`src/rtl/uart_pkg.sv`:
```
// Shared UART definitions: receiver state encoding, default bit period and 8N1 frame shape.
package uart_pkg;

    typedef enum logic [2:0] {
        IDLE      = 3'd0,
        START     = 3'd1,
        DATA      = 3'd2,
        STOP      = 3'd3,
        WAIT_HIGH = 3'd4
    } rx_state_t;

    // 50 MHz system clock at 115200 Bd
    localparam int DEFAULT_CLKS_PER_BIT = 434;

    localparam int DATA_BITS = 8;
    localparam int STOP_BITS = 1;

endpackage

```
`src/rtl/sync_2ff.sv`:
```
// Two-flop synchronizer for asynchronous board inputs; width and reset level are parameters.
module sync_2ff #(
    parameter int                WIDTH       = 1,
    parameter logic [WIDTH-1:0]  RESET_VALUE = '1
) (
    input  logic             clk,
    input  logic             rst,
    input  logic [WIDTH-1:0] d,
    output logic [WIDTH-1:0] q
);

    logic [WIDTH-1:0] meta;

    always_ff @(posedge clk) begin
        if (rst) begin
            meta <= RESET_VALUE;
            q    <= RESET_VALUE;
        end else begin
            meta <= d;
            q    <= meta;
        end
    end

endmodule

```
`src/rtl/uart_byte_rx.sv`:
```
// 8N1 UART byte receiver: deframes the RX pin, strobes each good byte and flags bad stop bits.
module uart_byte_rx
    import uart_pkg::*;
#(
    parameter int CLKS_PER_BIT = DEFAULT_CLKS_PER_BIT
) (
    input  logic       CLK,
    input  logic       RST,
    input  logic       RX,
    output logic [7:0] BYTE_output,
    output logic       byte_valid,
    output logic       frame_error,
    output logic       busy
);

    localparam int             CW   = $clog2(CLKS_PER_BIT);
    localparam logic [CW-1:0]  HALF = CW'((CLKS_PER_BIT - 1) / 2);
    localparam logic [CW-1:0]  LAST = CW'(CLKS_PER_BIT - 1);
    localparam logic [CW-1:0]  ONE  = CW'(1);
    localparam logic [2:0]     LAST_IDX = 3'(DATA_BITS - 1);

    generate
        if (CLKS_PER_BIT < 4) begin : g_bad_clks_per_bit
            $error("uart_byte_rx: CLKS_PER_BIT must be at least 4");
        end
    endgenerate

    logic                 rx_s;
    rx_state_t            state;
    logic [CW-1:0]        cnt;
    logic [2:0]           idx;
    logic [DATA_BITS-1:0] shreg;

    sync_2ff #(
        .WIDTH       (1),
        .RESET_VALUE (1'b1)
    ) u_rx_sync (
        .clk (CLK),
        .rst (RST),
        .d   (RX),
        .q   (rx_s)
    );

    // Samples land mid-bit: start bit after HALF, then every full bit period from there.
    // Returning to IDLE mid stop bit leaves time to catch a back-to-back start edge.
    always_ff @(posedge CLK) begin
        if (RST) begin
            state       <= IDLE;
            cnt         <= '0;
            idx         <= '0;
            shreg       <= '0;
            BYTE_output <= 8'h00;
            byte_valid  <= 1'b0;
            frame_error <= 1'b0;
            busy        <= 1'b0;
        end else begin
            byte_valid  <= 1'b0;
            frame_error <= 1'b0;
            case (state)
                IDLE: begin
                    if (!rx_s) begin
                        state <= START;
                        cnt   <= '0;
                        busy  <= 1'b1;
                    end
                end
                START: begin
                    if (cnt == HALF) begin
                        cnt <= '0;
                        idx <= '0;
                        if (!rx_s) begin
                            state <= DATA;
                        end else begin
                            state <= IDLE;
                            busy  <= 1'b0;
                        end
                    end else begin
                        cnt <= cnt + ONE;
                    end
                end
                DATA: begin
                    if (cnt == LAST) begin
                        cnt   <= '0;
                        shreg <= {rx_s, shreg[DATA_BITS-1:1]};
                        idx   <= idx + 3'd1;
                        if (idx == LAST_IDX) begin
                            state <= STOP;
                        end
                    end else begin
                        cnt <= cnt + ONE;
                    end
                end
                STOP: begin
                    if (cnt == LAST) begin
                        cnt <= '0;
                        if (rx_s) begin
                            BYTE_output <= shreg;
                            byte_valid  <= 1'b1;
                            state       <= IDLE;
                            busy        <= 1'b0;
                        end else begin
                            frame_error <= 1'b1;
                            state       <= WAIT_HIGH;
                        end
                    end else begin
                        cnt <= cnt + ONE;
                    end
                end
                WAIT_HIGH: begin
                    if (rx_s) begin
                        state <= IDLE;
                        busy  <= 1'b0;
                    end
                end
                default: begin
                    state <= IDLE;
                    busy  <= 1'b0;
                end
            endcase
        end
    end

endmodule

```
`config.mk`:
```
export PLATFORM = sky130hd
export DESIGN_NAME = uart_byte_rx
export DESIGN_NICKNAME = d
export VERILOG_FILES = /design/src/rtl/uart_pkg.sv /design/src/rtl/sync_2ff.sv /design/src/rtl/uart_byte_rx.sv
export SDC_FILE = /design/constraint.sdc
export NUM_CORES = 1
export LEC_CHECK = 0
export ABC_CLOCK_PERIOD_IN_PS = 2070
export CORE_ASPECT_RATIO = 1.1
export CORE_MARGIN = 2
export CORE_UTILIZATION = 45
export CTS_BUF_LIST = sky130_fd_sc_hd__clkbuf_8
export CTS_CLUSTER_SIZE = 24
export DETAILED_ROUTE_END_ITERATION = 8
export SLEW_MARGIN = 5
export SYNTH_ARGS = -nofsm -noshare
export SYNTH_HDL_FRONTEND = slang
export SYNTH_SLANG_ARGS = --single-unit
```
`constraint.sdc`:
```
create_clock -name CLK -period 2.07 [get_ports CLK]
set_input_delay 0.414 -clock CLK [delete_from_list [all_inputs] [get_ports CLK]]
set_output_delay 0.414 -clock CLK [all_outputs]
set_load 0.01 [all_outputs]
```
==> impl_metrics.json, run 1 <==
{
  "async_reset_ff_share_pct": 0,
  "initial_core_util_pct": 46.81,
  "p_per_area_mw_per_mm2": 572.0,
  "antenna_cells": 0,
  "viasPerCell": 5.536,
  "power_switching_w": 0.0002839,
  "timing.rr.start": "cnt[1]$_SDFFE_PP0P_",
  "endpoint_kind": "flop",
  "syn_nets": 215,
  "post_cts_buffers": 0,
  "drv_cap": 0,
  "yosys-top-cells-count": "36 x dfxtp_1, 25 x nor2_1, 19 x mux2i_1, 13 x inv_1, 13 x nand2_1",
  "relSlewSlack_pct": 64.12,
  "setup_viol": 0,
  "clock_path_buffers": 2,
  "finalHoldViolCount": 0,
  "synth_seq_cells": 36,
  "first_pass_iters": 4,
  "hold_path.class": "flop to flop",
  "grt_setup_unrepaired": "no",
  "dieArea_mm2": 0.004654,
  "synthFlopType": "dfxtp_1",
  "grt_use_total_pct": 18.54,
  "numCtsBuffers": 5,
  "floorplan.rows": 24,
  "seqCellArea_um2": 721.9,
  "yosys.area.top_type": "dfxtp_1",
  "grt_max_degree": 29,
  "synth_warnings": 0,
  "grt_pass1_vias": 1506,
  "htree_num_levels": 2,
  "antenna_found_initial": 0,
  "hp-start": "u_rx_sync.meta$_SDFF_PP1_",
  "routedWlPerCell_um": 14.14,
  "crit_type": "flop to flop",
  "ios": 14,
  "yosysSeqAreaShare_pct": 38.84,
  "hold_depth": 1,
  "clock_sinks": 36,
  "nFillCells": 391,
  "min_period_over_period_pct": 92.41,
  "p_int_w": 0.0009550,
  "synthCells": 207,
  "startpoint": "cnt[1]$_SDFFE_PP0P_",
  "outcome": "completed",
  "netSwitchingFraction_pct": 22.91,
  "io_buffers": 13,
  "reg2reg_depth": 6,
  "syn2layout_area_growth_pct": 16.72,
  "netlist-cell-type-count": 47,
  "hpwl_um": 2859,
  "multi_input_area_mm2": 0.001032,
  "fin_skew_ns": 0.009623,
  "p_total_w": 0.001239,
  "final_nets": 235,
  "vias": 1550,
  "wirelength_um": 3959,
  "path_max_fanout": 5,
  "grt_pass1_wl_um": 6837,
  "gp_congestion": 0.8572,
  "avgSynthCellArea_um2": 8.964,
  "startpoint_type": "flop",
  "worst_pin_slew_ns": 0.5382,
  "die-height_um": 71.35,
  "clkSlewWorstSetupHoldPaths_ns": 0.08,
  "route.detailed.drc": 0,
  "synth_top_cell_area_share_pct": 38.84,
  "core-area_mm2": 0.003964,
  "combPwrFrac_pct": 5.2,
  "yosysMostFrequentCell": "dfxtp_1",
  "max_clock_freq_mhz": 522.8,
  "die_w_um": 65.23,
  "cts_root_buffer": "clkbuf_8",
  "finish.utilization_pct": 54.64,
  "clk-insertion-delay-late_ns": 0.28,
  "drt_iter0_markers": 79,
  "drive_gt1_share_pct": 12.72,
  "grt_overflow": 0,
  "ant_nets": 0,
  "slew_viol_final": 0,
  "p_leak_nw": 0.7487,
  "fin_crit_ns": 1.913,
  "vdd_drop_max_v": 0.0004470,
  "synth_edf_count": 0,
  "whs_ns": 0.4201,
  "setup_tns_ns": 0,
  "cts_tree": "yes",
  "hold_buffers": 0,
  "p_seq_share_pct": 57.0,
  "p_clk_share_pct": 37.8,
  "synthTopCellsByArea": "dfxtp_1 39%, mux2i_1 10%, nor2_1 5.1%, ha_1 3.4%, o211ai_1 3.2%",
  "worst_ep_required_time_ns": 2.28,
  "synth.cell_area_mm2": 0.001856,
  "critPathArrivalTime_ns": 2.13
}
final timing paths:
| path | endpoint | slack (ns) |
|---|---|---|
| setup / recovery | idx[1]$_SDFFE_PP0P_ | 0.16 |
| hold / removal | u_rx_sync.q$_SDFF_PP1_ | 0.42 |
| setup reg to reg | idx[1]$_SDFFE_PP0P_ | 0.16 |
| hold reg to reg | u_rx_sync.q$_SDFF_PP1_ | 0.42 |
final cells by class:
class	count	share of cell area (%)
clock inverters	3	0.7510
clock buffers	5	3.177
multi-input cells	147	47.66
inverters	13	2.253
flip-flops and latches	36	33.33
well taps	52	3.004
repair buffers	24	9.821
kinds of logic (layout without fill, tap and decap cells):
| kind of cell | Yosys count | in the layout | synth area share, % |
|---|---|---|---|
| simple gates | 82 | 82 | 25.08 |
| compound gates | 41 | 41 | 16.93 |
| flops | 36 | 36 | 38.84 |
| buf+inv | 24 | 45 | 5.529 |
| mux | 19 | 19 | 10.25 |
| fa+ha+maj | 5 | 5 | 3.372 |
cells in the final DEF, fill, tap and decap left out, drive strengths merged, types with 8 or more instances in the layout:
| cell | instances |
|---|---|
| clkdlybuf4s50 | 13 |
| dfxtp | 36 |
| mux2i | 19 |
| o211ai | 8 |
| inv | 15 |
| buf | 11 |
| nand3 | 9 |
| nand2 | 13 |
| nor2 | 25 |
| o21ai | 8 |
layer usage:
layer,GRT usage (%),vias to the layer above,routed length [µm]
met5,0,-,0
met4,4.861,0,19
met3,5.024,2,158
met2,31.52,29,1966
met1,23.19,736,1814
li1,-,783,-
power by group through the flow:
stage	clock (W)	combinational (W)	sequential (W)
after global routing	0.000525	0.0000707	0.000708
after CTS	0.000490	0.0000644	0.000706
after global placement	0	0.0000625	0.000722
final	0.000468	0.0000642	0.000706
after detailed placement	0	0.0000641	0.000722
after floorplan	0	0.0000444	0.000719
sequential cells by signal, summed over array words and instances, names as in the netlist:
signal and flops:
byte_valid 1, state 3, u_rx_sync.meta 1, shreg 8, u_rx_sync.q 1, idx 3
busy 1, BYTE_output 8, cnt 9, frame_error 1
critical path, cell delays in order, from the launching register on:
cell and delay, ns:
dfxtp_1 0.35, inv_1 0.09, ha_1 0.17, nand2b_1 0.13, or4_4 0.52, a211oi_4 0.36
mux2i_1 0.23
stage by stage:
| step | instances | area [µm²] | setup WS, ns |
|---|---|---|---|
| final | 280 | 2166 | 0.1571 |
| after global routing | 280 | 2166 | 0.05051 |
| after global placement | 272 | 2079 | 0.1116 |
| after CTS | 280 | 2165 | 0.1248 |
| after detailed placement | 272 | 2079 | 0.06637 |
| after floorplan | 207 | 1856 | 0.3316 |
what timing repair did:
item                       CTS  global route
hold endpoints to repair     0             0
setup endpoints to repair    0             2
gates resized for setup      0             1
(Power assumes the default switching activity.)
==> run 2: changes to the inputs <==
--- a/config.mk
+++ b/config.mk
@@ -12,6 +12,7 @@
 export CTS_BUF_LIST = sky130_fd_sc_hd__clkbuf_8
 export CTS_CLUSTER_SIZE = 24
 export DETAILED_ROUTE_END_ITERATION = 8
+export RECOVER_POWER = 25
 export SLEW_MARGIN = 5
 export SYNTH_ARGS = -nofsm -noshare
 export SYNTH_HDL_FRONTEND = slang
==> run 2 against run 1 <==
  * Global-route usage did not move
  * Final area fell by 0.17%
  * Fmax rose by 0.44%
  * Wire length barely moved
  * Utilization fell by 0.095 points
  * Clock skew barely moved
  * Sequential cell count did not move
  * Critical endpoint unchanged
  * Clock power barely moved
  * Hold slack barely moved
  * Non-clock buffer count did not move
  * Die area did not move
  * Via count did not move
  * Largest power group unchanged
==> impl_metrics.json, run 2 (synthesis results as in run 1) <==
{
  "outcome": "completed",
  "whs_ns": 0.4199,
  "cp_slowest_cell": "or4_4",
  "final_common_cell": "dfxtp_1",
  "antenna_cells": 0,
  "drt_iter0_markers": 93,
  "worst_pin_slew_ns": 0.5382,
  "crit_chain": "inv_1 > ha_1 > nand2b_1 > or4_4 > a211oi_4 > mux2i_1",
  "initial_core_util_pct": 46.81,
  "routedWlPerCell_um": 14.13,
  "dp_slack_ns": 0.06637,
  "floorplan.rows": 24,
  "vdd_drop_max_v": 0.0004472,
  "p_total_w": 0.001238,
  "wirelength_um": 3956,
  "route.detailed.drc": 0,
  "largest_reg_flops": 9,
  "first_pass_iters": 4,
  "min_period_over_period_pct": 92.00,
  "slew_viol_final": 0,
  "grt_max_degree": 29,
  "setup_viol": 0,
  "fin_ws_ns": 0.1655,
  "ios": 14,
  "reg_top3": "cnt x9, BYTE_output x8, shreg x8",
  "seqCellArea_um2": 721.9,
  "clock_path_buffers": 2,
  "gp_congestion": 0.8572,
  "grt_use_total_pct": 18.54,
  "path_max_fanout": 5,
  "drv_cap": 0,
  "vias": 1550,
  "numCtsBuffers": 5,
  "setup_tns_ns": 0,
  "grt_overflow": 0,
  "syn2layout_area_growth_pct": 16.52,
  "critPathArrivalTime_ns": 2.12,
  "grt_pass1_wl_um": 6837,
  "clk-insertion-delay-late_ns": 0.28,
  "hp-start": "u_rx_sync.meta$_SDFF_PP1_",
  "io_buffers": 13,
  "hpwl_um": 2859,
  "startpoint_type": "flop",
  "timing.rr.start": "cnt[1]$_SDFFE_PP0P_",
  "hold_path.class": "flop to flop",
  "p_leak_nw": 0.7734,
  "nFillCells": 391,
  "clkSlewWorstSetupHoldPaths_ns": 0.08,
  "htree_num_levels": 2,
  "cts_root_buffer": "clkbuf_8",
  "layout_common_cells": "35 x dfxtp_1, 25 x nor2_1, 19 x mux2i_1",
  "finalHoldViolCount": 0,
  "p_per_area_mw_per_mm2": 572.7,
  "multi_input_area_mm2": 0.001032,
  "drive_gt1_share_pct": 12.28,
  "fin_crit_ns": 1.904,
  "post_cts_buffers": 0,
  "grt_pass1_vias": 1506,
  "die-height_um": 71.35,
  "core-area_mm2": 0.003964,
  "dieArea_mm2": 0.004654,
  "ant_nets": 0,
  "antenna_found_initial": 0,
  "viasPerCell": 5.536,
  "startpoint": "cnt[1]$_SDFFE_PP0P_",
  "worst_ep_required_time_ns": 2.28,
  "final_nets": 235,
  "fin_skew_ns": 0.009427,
  "max_clock_freq_mhz": 525.1,
  "regMostFlops": "cnt",
  "max_stage_delay_ns": 0.52,
  "relSlewSlack_pct": 64.12,
  "die_w_um": 65.23,
  "crit_type": "flop to flop",
  "clock_sinks": 36,
  "cts_tree": "yes",
  "grt_setup_unrepaired": "no",
  "endpoint_kind": "flop"
}
==> run 2: metrics by stage <==
| step | utilization [%] | area (µm²) | cells |
|---|---|---|---|
| final | 54.55 | 2162 | 280 |
| after CTS | 54.61 | 2165 | 280 |
| after floorplan | - | 1856 | 207 |
| after global placement | 52.46 | 2079 | 272 |
| after detailed placement | 52.46 | 2079 | 272 |
| after global routing | 54.55 | 2162 | 280 |
==> run 2: power by group <==
part / internal [W] / leakage [nW] / switching [W] / total, W
registers: 0.000698 / 0.291 / 0.00000835 / 0.000706
clock network: 0.000230 / 0.0507 / 0.000238 / 0.000468
logic: 0.0000263 / 0.432 / 0.0000372 / 0.0000636
==> run 2: worst paths after layout <==
path | end | slack [ns] | cells after the start
setup / recovery | idx[1]$_SDFFE_PP0P_ | 0.17 | 6
hold / removal | u_rx_sync.q$_SDFF_PP1_ | 0.42 | 1
setup reg to reg | idx[1]$_SDFFE_PP0P_ | 0.17 | 6
hold reg to reg | u_rx_sync.q$_SDFF_PP1_ | 0.42 | 1
==> run 2: layout make-up <==
type	instances	share of cell area, %
multi-input combinational	147	47.74
sequential	36	33.39
timing repair buffer	24	9.664
clock buffer	5	3.183
tap	52	3.009
inverter	13	2.257
clock inverter	3	0.7523
==> run 2: what timing repair did <==
item                                    4_1_cts  5_1_grt
hold buffers                                  0        0
endpoints found under the setup margin        0        2
resized for setup                             0        1
==> run 2: worst max-delay path: cells and delay by family (launching register included) <==
family,cells,cell delay (ns)
AO/OA/AOI/OAI,1,0.36
multiplexers,1,0.23
adder cells (fa/ha/maj),1,0.17
flip-flops,1,0.35
AND/OR/NAND/NOR,2,0.65
buffers and inverters,1,0.09
==> run 2: routing by layer <==
metal | track usage (%) | wire length [µm]
met1 | 23.19 | 1805
met2 | 31.52 | 1992
met3 | 5.024 | 139
met4 | 4.861 | 19
met5 | 0 | 0
==> run 3: changes to the inputs <==
--- a/config.mk
+++ b/config.mk
@@ -13,6 +13,7 @@
 export CTS_CLUSTER_SIZE = 24
 export DETAILED_ROUTE_END_ITERATION = 8
 export RECOVER_POWER = 25
+export REMOVE_ABC_BUFFERS = 1
 export SLEW_MARGIN = 5
 export SYNTH_ARGS = -nofsm -noshare
 export SYNTH_HDL_FRONTEND = slang
==> run 3 against run 2 <==
  * Global-route usage grew 1.2 points
  * Hold slack got worse by 0.0018 ns
  * Sequential share of layout area is 0.51 points lower
  * Clock power up 16%
  * Register-to-register slack worse by 0.03 ns
  * First-iteration DRC count up 39%
  * Total power increased by 6.5%
  * Wire length is 6.3% higher
  * Non-clock buffer count grew 3
  * Highest routed layer unchanged
  * Largest power group unchanged
  * Via count is 3.2% higher
  * Worst setup slack got worse by 0.025 ns
==> impl_metrics.json, run 3 (synthesis results as in run 1) <==
{
  "outcome": "completed",
  "clk-insertion-delay-late_ns": 0.29,
  "reg_top3": "cnt x9, BYTE_output x8, shreg x8",
  "p_per_area_mw_per_mm2": 601.5,
  "grt_overflow": 0,
  "multi_input_area_mm2": 0.001032,
  "viasPerCell": 5.670,
  "max_clock_freq_mhz": 518.3,
  "cts-resized-gates": 0,
  "dp.cells": 275,
  "power_switching_w": 0.0002953,
  "largest_reg_flops": 9,
  "grt_pass1_vias": 1607,
  "grt_pass1_wl_um": 7120,
  "critPathTopFamily": "compound AO/OA/AOI/OAI gates",
  "r2r-end": "cnt[6]$_SDFFE_PP0P_",
  "reg2reg_depth": 6,
  "core-area_mm2": 0.003964,
  "p_seq_share_pct": 53.5,
  "io_buffers": 13,
  "initial_core_util_pct": 46.81,
  "worst_ep_required_time_ns": 2.28,
  "cts_tree": "yes",
  "clock_sinks": 36,
  "critPathArrivalTime_ns": 2.14,
  "hold_path.class": "flop to flop",
  "timing.rr.start": "cnt[1]$_SDFFE_PP0P_",
  "startpoint_type": "flop",
  "endpoint_kind": "flop",
  "finish.utilization_pct": 55.30,
  "die-height_um": 71.35,
  "ant_nets": 0,
  "drt_iter0_markers": 129,
  "hp-start": "u_rx_sync.meta$_SDFF_PP1_",
  "max_stage_delay_ns": 0.51,
  "crit_chain": "inv_1 > ha_1 > and4b_1 > a311oi_2 > o21ai_0 > a22oi_1",
  "hold_end": "u_rx_sync.q$_SDFF_PP1_",
  "antenna_found_initial": 0,
  "vdd_drop_max_v": 0.0002807,
  "seqCellArea_um2": 720.7,
  "grt_setup_unrepaired": "no",
  "grt_max_degree": 26,
  "min_period_over_period_pct": 93.22,
  "netSwitchingFraction_pct": 22.40,
  "regMostFlops": "cnt",
  "hpwl_um": 3020,
  "fin_skew_ns": 0.007208,
  "cp_slowest_cell": "a311oi_2",
  "p_int_w": 0.001023,
  "worst_pin_slew_ns": 0.5149,
  "slew_viol_final": 0,
  "finalHoldViolCount": 0,
  "post_cts_buffers": 0,
  "grt_use_total_pct": 19.78,
  "fin_crit_ns": 1.930,
  "floorplan.rows": 24,
  "drv_cap": 0,
  "routedWlPerCell_um": 14.91,
  "final_nets": 238,
  "nFillCells": 381,
  "relSlewSlack_pct": 65.68,
  "drive_gt1_share_pct": 13.48,
  "worstPathBufferInverterCount": 1,
  "p_leak_nw": 0.7870,
  "path_max_fanout": 7,
  "final_common_cell": "dfxtp_1",
  "dp_slack_ns": -0.0004716,
  "hold_buffers": 0,
  "htree_num_levels": 2,
  "cts_root_buffer": "clkbuf_8",
  "fin_ws_ns": 0.1404,
  "syn2layout_area_growth_pct": 18.14,
  "dieArea_mm2": 0.004654,
  "wirelength_um": 4204,
  "vias": 1599,
  "reg2reg_slack_ns": 0.14,
  "p_clk_share_pct": 41.3,
  "hold_depth": 1,
  "crit_type": "flop to flop",
  "layout_common_cells": "36 x dfxtp_1, 25 x nor2_1, 19 x mux2i_1",
  "clock_path_buffers": 2,
  "antenna_cells": 0,
  "gp_congestion": 0.8323,
  "setup_viol": 0,
  "finalNonFillerCells": 282,
  "die_w_um": 65.23,
  "route.detailed.drc": 0,
  "first_pass_iters": 4,
  "combPwrFrac_pct": 5.2,
  "numCtsBuffers": 5,
  "setup_tns_ns": 0,
  "clkSlewWorstSetupHoldPaths_ns": 0.07,
  "ios": 14
}
-- run 3: changes by cell type in the layout (fill, tap and decap cells not counted) --
cell      before  now
buf_4         10   12
clkbuf_8       5    7
inv_1         15   13
clkbuf_2       0    1
clkinv_4       1    0
dfxtp_1       35   36
dfxtp_2        1    0
-- run 3: worst max-delay path by stage --
stage / depth (start not counted) / end / start
finish: 6 / cnt[6]$_SDFFE_PP0P_ / cnt[1]$_SDFFE_PP0P_
global route: 6 / cnt[6]$_SDFFE_PP0P_ / cnt[1]$_SDFFE_PP0P_
CTS: 6 / cnt[6]$_SDFFE_PP0P_ / cnt[1]$_SDFFE_PP0P_
detailed placement: 5 / cnt[6]$_SDFFE_PP0P_ / RST
global placement: 5 / cnt[2]$_SDFFE_PP0P_ / RST
floorplan: 4 / shreg[7]$_SDFFE_PP0P_ / state[1]$_SDFFE_PP0P_
-- run 3: layer usage --
metal,share of wire [%],up-vias,global-route usage (%)
li1,-,788,-
met1,42,748,22.99
met2,49,45,33.11
met3,4.6,18,4.710
met4,3.7,0,11.34
met5,0,-,0
-- run 3: metrics by stage --
step           cell area [µm²]  hold slack (ns)  total power [W]
3_5_place_dp              2102           0.4051        0.0007911
4_1_cts                   2198           0.4243         0.001338
5_1_grt                   2192           0.4408         0.001366
2_1_floorplan             1802           0.3895        0.0007551
6_report                  2192           0.4181         0.001318
3_3_place_gp              2102           0.3953        0.0007898
-- run 3: power groups by stage --
stage,clock [W],combinational (W),sequential [W]
after floorplan,0,0.0000335,0.000722
final,0.000544,0.0000683,0.000706
after global routing,0.000584,0.0000756,0.000707
after CTS,0.000562,0.0000701,0.000706
after detailed placement,0,0.0000693,0.000722
after global placement,0,0.0000683,0.000721
-- run 3: layout make-up --
cell class | count | share of cell area [%]
Inverter | 13 | 2.226
Timing Repair Buffer | 27 | 10.45
Tap cell | 52 | 2.968
Multi-Input combinational cell | 147 | 47.09
Sequential cell | 36 | 32.88
Clock buffer | 7 | 4.395
